$ cat config.mk
export PLATFORM = sky130hd
export DESIGN_NAME = exe_mem_stage
export DESIGN_NICKNAME = d
export VERILOG_FILES = /design/src/rtl/exe_mem_stage.sv
export SDC_FILE = /design/constraint.sdc
export NUM_CORES = 1
export LEC_CHECK = 0
export CAP_MARGIN = 20
export CORE_UTILIZATION = 36
export CTS_CLUSTER_SIZE = 30
export DETAILED_ROUTE_END_ITERATION = 7
export PLACE_DENSITY = 0.64
export RECOVER_POWER = 25
export SLEW_MARGIN = 20
export SYNTH_ARGS = -nofsm -noshare
export SYNTH_HDL_FRONTEND = slang
export SYNTH_SLANG_ARGS = --single-unit
$ cat constraint.sdc
create_clock -name clk -period 3.67 [get_ports clk]
set_input_delay 0.734 -clock clk [delete_from_list [all_inputs] [get_ports clk]]
set_output_delay 0.734 -clock clk [all_outputs]
set_load 0.1 [all_outputs]
$ cat src/rtl/exe_mem_stage.sv
// exe_mem_stage: EX->MEM pipeline register with a two-entry skid buffer.
// Also holds the architectural NZCV status register fed back to the ALU.
module exe_mem_stage #(
   parameter int DATA_W     = 32,
   parameter int REG_ADDR_W = 4
) (
   input  logic                  clk,
   input  logic                  rst,
   input  logic                  flush,
   input  logic                  valid_in,
   output logic                  ready_out,
   input  logic [DATA_W-1:0]     alu_result,
   input  logic                  alu_n,
   input  logic                  alu_z,
   input  logic                  alu_c,
   input  logic                  alu_v,
   input  logic                  s_in,
   input  logic                  wb_en_in,
   input  logic                  mem_r_en_in,
   input  logic                  mem_w_en_in,
   input  logic [REG_ADDR_W-1:0] dest_in,
   input  logic [DATA_W-1:0]     val_rm_in,
   output logic                  valid_out,
   input  logic                  ready_in,
   output logic [DATA_W-1:0]     alu_res_out,
   output logic [DATA_W-1:0]     val_rm_out,
   output logic [REG_ADDR_W-1:0] dest_out,
   output logic                  wb_en_out,
   output logic                  mem_r_en_out,
   output logic                  mem_w_en_out,
   output logic [3:0]            status
);

   typedef struct packed {
      logic [DATA_W-1:0]     res;
      logic [DATA_W-1:0]     rm;
      logic [REG_ADDR_W-1:0] dest;
      logic                  wb;
      logic                  mr;
      logic                  mw;
   } entry_t;

   typedef enum logic [1:0] {
      EMPTY = 2'd0,
      ONE   = 2'd1,
      TWO   = 2'd2
   } state_t;

   state_t     state_q;
   entry_t     main_q;
   entry_t     skid_q;
   entry_t     in_e;
   logic [3:0] status_q;
   logic [3:0] status_d;
   logic       accept;

   assign in_e = '{
      res:  alu_result,
      rm:   val_rm_in,
      dest: dest_in,
      wb:   wb_en_in,
      mr:   mem_r_en_in,
      mw:   mem_w_en_in
   };

   // Both handshake outputs come straight from the state register.
   assign ready_out = (state_q != TWO);
   assign valid_out = (state_q != EMPTY);
   assign accept    = valid_in & ready_out;

   // Buffer occupancy FSM; flush keeps main data so outputs hold when empty.
   always_ff @(posedge clk) begin
      if (rst) begin
         state_q <= EMPTY;
         main_q  <= '0;
         skid_q  <= '0;
      end else if (flush) begin
         state_q <= EMPTY;
      end else begin
         unique case (state_q)
            EMPTY: begin
               if (valid_in) begin
                  main_q  <= in_e;
                  state_q <= ONE;
               end
            end
            ONE: begin
               if (valid_in && ready_in) begin
                  main_q <= in_e;
               end else if (valid_in) begin
                  skid_q  <= in_e;
                  state_q <= TWO;
               end else if (ready_in) begin
                  state_q <= EMPTY;
               end
            end
            TWO: begin
               if (ready_in) begin
                  main_q  <= skid_q;
                  state_q <= ONE;
               end
            end
            default: state_q <= EMPTY;
         endcase
      end
   end

   // Flags commit at accept so the next ALU op sees them despite stalls.
   always_comb begin
      status_d = status_q;
      if (accept && s_in && !flush) begin
         status_d = {alu_n, alu_z, alu_c, alu_v};
      end
   end

   // Status register; only reset clears it, flush leaves it alone.
   always_ff @(posedge clk) begin
      if (rst) begin
         status_q <= 4'b0000;
      end else begin
         status_q <= status_d;
      end
   end

   assign alu_res_out  = main_q.res;
   assign val_rm_out   = main_q.rm;
   assign dest_out     = main_q.dest;
   assign wb_en_out    = main_q.wb & valid_out;
   assign mem_r_en_out = main_q.mr & valid_out;
   assign mem_w_en_out = main_q.mw & valid_out;
   assign status       = status_q;

endmodule

# [Word-level counts from Yosys, hierarchy flattened]
# Cells that the tools add are included.
[word_totals] reg_bits=148 word_cells=49 output_inout_bits=77 inputBits=81
[classes] reduce_logical=11 bitwise_logic=6 mux=10 eq_ne=8
[ops] operator="$mux 71" n=3
[ops] operator="$pmux 71 s3" n=1
[ops] operator="$mux 2" n=5
[ops] operator="$ne 2x2->1 const B" n=5
[ops] operator="$reduce_and 4->1" n=2
[ops] operator="$pmux 2 s3" n=1
[ops] operator="$reduce_and 5->1" n=1
[ops] operator="$and 1x1->1" n=4
[ops] operator="$logic_and 1x1->1" n=3
[ops] operator="$ne 3x3->1 const B" n=1
[ops] operator="$reduce_bool 3->1" n=1
[ops] operator="$eq 2x1->1 const B" n=1
[ops] operator="$eq 2x2->1 const B" n=1
[ops] operator="$logic_not 2->1" n=1
[ops] operator="$not 1->1" n=2
[ops] operator="$reduce_bool 2->1" n=1
[ops] operator="$reduce_or 2->1" n=1
[ops] operator="$logic_not 1->1" n=1

# [Logic depth before layout (Yosys ltp)]
[logic_depth] depth_word=4 ltp_mapped=6 depth_no_buf=4

# [Worst setup path after synthesis]
# OpenSTA, ideal clock, no wires.
[synth_path] path_kind="register to output" startpoint="register state_q[1]" endpoint="output port mem_r_en_out" required_time_ns=2.936 slack_ns=1.094 path_buffers=0 arrival_time_ns=1.842 stages_incl_launch_ff=3 cell_sequence="dfxtp_1 -> nor2_1 -> nor2b_1"
[synth_via] elab_chain_len=2
[synth_lines] item="start, declared" line_no="49" rtl="state_t state_q;"
[synth_lines] item="start signal, assigned" line_no="74" rtl="state_q <= EMPTY;"
[synth_lines] item="start signal, assigned" line_no="78" rtl="state_q <= EMPTY;"
[synth_lines] item="start signal, assigned" line_no="84" rtl="state_q <= ONE;"
[synth_lines] item="$reduce_bool 2->1" line_no="68" rtl="assign valid_out = (state_q != EMPTY);"
[synth_lines] item="$and 1x1->1" line_no="129" rtl="assign mem_r_en_out = main_q.mr & valid_out;"
[synth_lines] item="end, declared" line_no="29" rtl="output logic mem_r_en_out,"
# Every way passes these cells.

# [Worst setup path in the final report]
[layout_path] startpoint="register state_q[0]" endpoint="output port ready_out"
[layout_via] elab_chain_len=1
[layout_lines] item="$ne 2x2->1" line_no="67" rtl="assign ready_out = (state_q != TWO);"
[layout_lines] item="end, declared" line_no="11" rtl="output logic ready_out,"
# Every way passes these cells.

==> impl_results.md <==
* Vias in the first global route at 5081
* H-tree Lvls at 4
* Sequential Power Share at 39.4%
* Final wirelength at roughly 16 mm
* Site Rows at 51
* Startpoint Class: register
* Root Driver: clkbuf_16
* Critical Path AT at 2.24 ns
* Syn Nets at 902
* Crit-path cells: nand2b_1 -> buf_4
* Detailed-route via count at 5635
* Placed cell area at roughly 8300 sq um
* Mux cell area share after synthesis at between 10% and 20%
* Simple-Gate Fraction of Synth Area at 15.3%
* RePlAce Congestion at 0.737
* Worst setup margin at 0.697 ns
* Post-Route Skew at 0.0152 ns
* Io pins at 158
* Post-synthesis compound-gate area fraction at 20.2%
* Synth Instances at just over 800
* Clock Latency Late Sink at 0.42 ns
* Fin crit period at 2.97 ns
* Synth cell types at 26
* Post-Syn Area at 7150 sq um
* Share of post-route cells with drive strength above 1 at 7.72%
* Unrepaired setup endpoints after global routing: false
* Pin count of the biggest net entering global routing at 95
* Tcrit/Tclk final at 81.0%
* Clock sink total at roughly 150
* Max stage delay cell, worst path: nand2b_1
* Per-cell routed wire length at around 14 um
* Max FO, Critical Path at 21
* Area Overhead vs Synth at 25.2%
* Core ar. at about 20000 sq um
* Clk buf depth at 2
* Status: complete, but fails checks
* Min-delay worst type: reg -> reg
* Initial antenna violation count at 0
* Hold path depth at 2
* Die ar. at 20400 sq um
* Failing checks: capacitance limit, slew limit
* Die W at ~140 um
* Switching part of the total power at 28.6%
* EDFF count, synth at 0
* Synth Area in Adders at 0%
* First-pass GRT wire length at roughly 26 mm
* Clk pwr share at 44.0%
* Vias/cell at 4.92
* Post-synth ARST share at 0%
* Slew headroom at -2.22%
* R2R cell count at 4
* Post-cts gate resize count at 0
* Setup Viol. Count Final at 0
* Most common cell after layout, fill and taps aside: clkdlybuf4s50_1
* Total iterations of the first detailed-routing run at 4
* Setup WS pre-CTS at 1.03 ns
* Total GRT Usage at 16.2%
* Comb power frac at roughly 17%
* Antenna Violating Nets Remaining at 0
* MaxCap Viol Count at 1
* PD cells at 477 nW/um^2
* Share of the yosys chip area belonging to registers at just over 40%
* Slew Viols, Final at 32
* I/O Buffers at ~160
* Fmax at between 300 and 400 MHz
* Post CTS Setup Buffer Count at 0
* Lkg Pwr at 3.56 nW
* Cts bufs inserted at 17
* First DRT Iteration DRCs at approximately 290
* WP buf/inv at 1
* Worst path required time at approximately 3 ns
* Final Hold Vio Count at 0
* CTS tree: done
* Hold Buf Count CTS at 0
* Slew @ Worst Pin at between 1.5 and 2 ns
* Number of synthesized register bits at 148
* Crit. End Element: primary output
* Critical Path Stages at 2
* Gr ovfl total at 0
* Most frequent cells in the layout: 149 x clkdlybuf4s50_1, 148 x dfxtp_1, 144 x nand2_1
* Drt drc at 0
* Max stage delay on crit path at just under 1 ns
* Die Y at 143 um
* N_diodes at 0
* Switch Pwr at approximately 1.2 mW
* Synthesized area per cell at about 8.7 sq um
* Critical path's top delay family: simple AND/OR/NAND/NOR gates
* Yosys warnings at 0
* VDD IR max at 0.292 mV
* Internal power at 3.04 mW
* Main combinational cell family by area after synthesis: compound AO/OA/AOI/OAI gates
* Final instance area at 8940 sq um
* Half-perimeter wire length after placement at 10.2 mm
* NumNets Final at about 950
* Setup TNS after final layout at 0 ns
* Post-synthesis xor/xnor area fraction at 0%
* Crit Path Category: reg -> out
* CTS clk-pin slew, worst paths at 0.06 ns
* Dominant synthesized flop cell: dfxtp_1
* Initial Utilization at 36.7%
==> Yosys cell counts (all sizes together), types with 2 or more instances <==
cell    instances  area [sq um]
clkbuf         43           161
a21oi          73           369
o21ai          71           355
nand2         144           541
nand2b          3          18.8
dfxtp         148          2960
nor2            5          18.8
mux2i          75           751
nor3            2          15.0
nor2b          75           472
buf           104           737
o41ai          71           689
==> flip-flops by register name, summed over array words and instances (netlist names) <==
name / count
val_rm_out: 32
main_q: 3
skid_q: 71
state_q: 2
dest_out: 4
status: 4
alu_res_out: 32
==> tightest hold or removal path: stages (launching register included) <==
cell,delay (ns)
dfxtp_1,0.31
nand2_1,0.05
a21oi_1,0.05
==> logic make-up (layout without fill, tap and decap cells) <==
logic type | Yosys count | count (layout)
compound gates | 218 | 218
buf+inv | 148 | 208
flops | 148 | 148
mux | 75 | 75
simple gates | 232 | 232
==> power by group through the flow <==
stage | Sequential, mW | Clock (mW) | Combinational, mW
6_report | 1.68 | 1.88 | 0.707
5_1_grt | 1.68 | 2.00 | 0.743
4_1_cts | 1.68 | 1.92 | 0.715
3_5_place_dp | 1.71 | 0 | 0.713
3_3_place_gp | 1.71 | 0 | 0.711
2_1_floorplan | 1.72 | 0 | 0.535
==> layout make-up <==
type	count	area [sq um]
timing repair buffer	175	1720
tap	265	332
clock buffer	18	439
sequential	148	2960
fill	1884	10500
inverter	1	3.75
multi-input combinational	525	3280
clock inverter	14	200
==> through the flow <==
step / power, mW / hold WS (ns) / util (%) / std cells
floorplan: 2.25 / 0.436 / - / 821
global placement: 2.43 / 0.440 / 42.8 / 1114
detailed placement: 2.43 / 0.446 / 42.8 / 1114
CTS: 4.31 / 0.455 / 46.1 / 1146
global route: 4.43 / 0.464 / 46.0 / 1146
finish: 4.26 / 0.452 / 46.0 / 1146
==> metal layers <==
| metal | GRT usage (%) | vias up | part of all wire, % | wire length [um] |
|---|---|---|---|---|
| met5 | 0 | - | 0 | 0 |
| met3 | 4.66 | 8 | 4.7 | 772 |
| met2 | 25.8 | 122 | 46 | 7510 |
| met4 | 4.98 | 0 | 0.83 | 135 |
| li1 | - | 2895 | - | - |
| met1 | 21.2 | 2610 | 49 | 7940 |
==> path summary, 6_finish.rpt <==
kind	startpoint	endpoint	slack, ns
min reg2reg	skid_q[56]$_SDFFE_PP0P_	skid_q[56]$_SDFFE_PP0P_	0.45
max	state_q[0]$_SDFFE_PP0P_	ready_out	0.70
max reg2reg	state_q[0]$_SDFFE_PP0P_	val_rm_out[27]$_SDFFE_PP0P_	0.72
min	skid_q[56]$_SDFFE_PP0P_	skid_q[56]$_SDFFE_PP0P_	0.45
No activity file was read; power rests on OpenSTA's default activity.
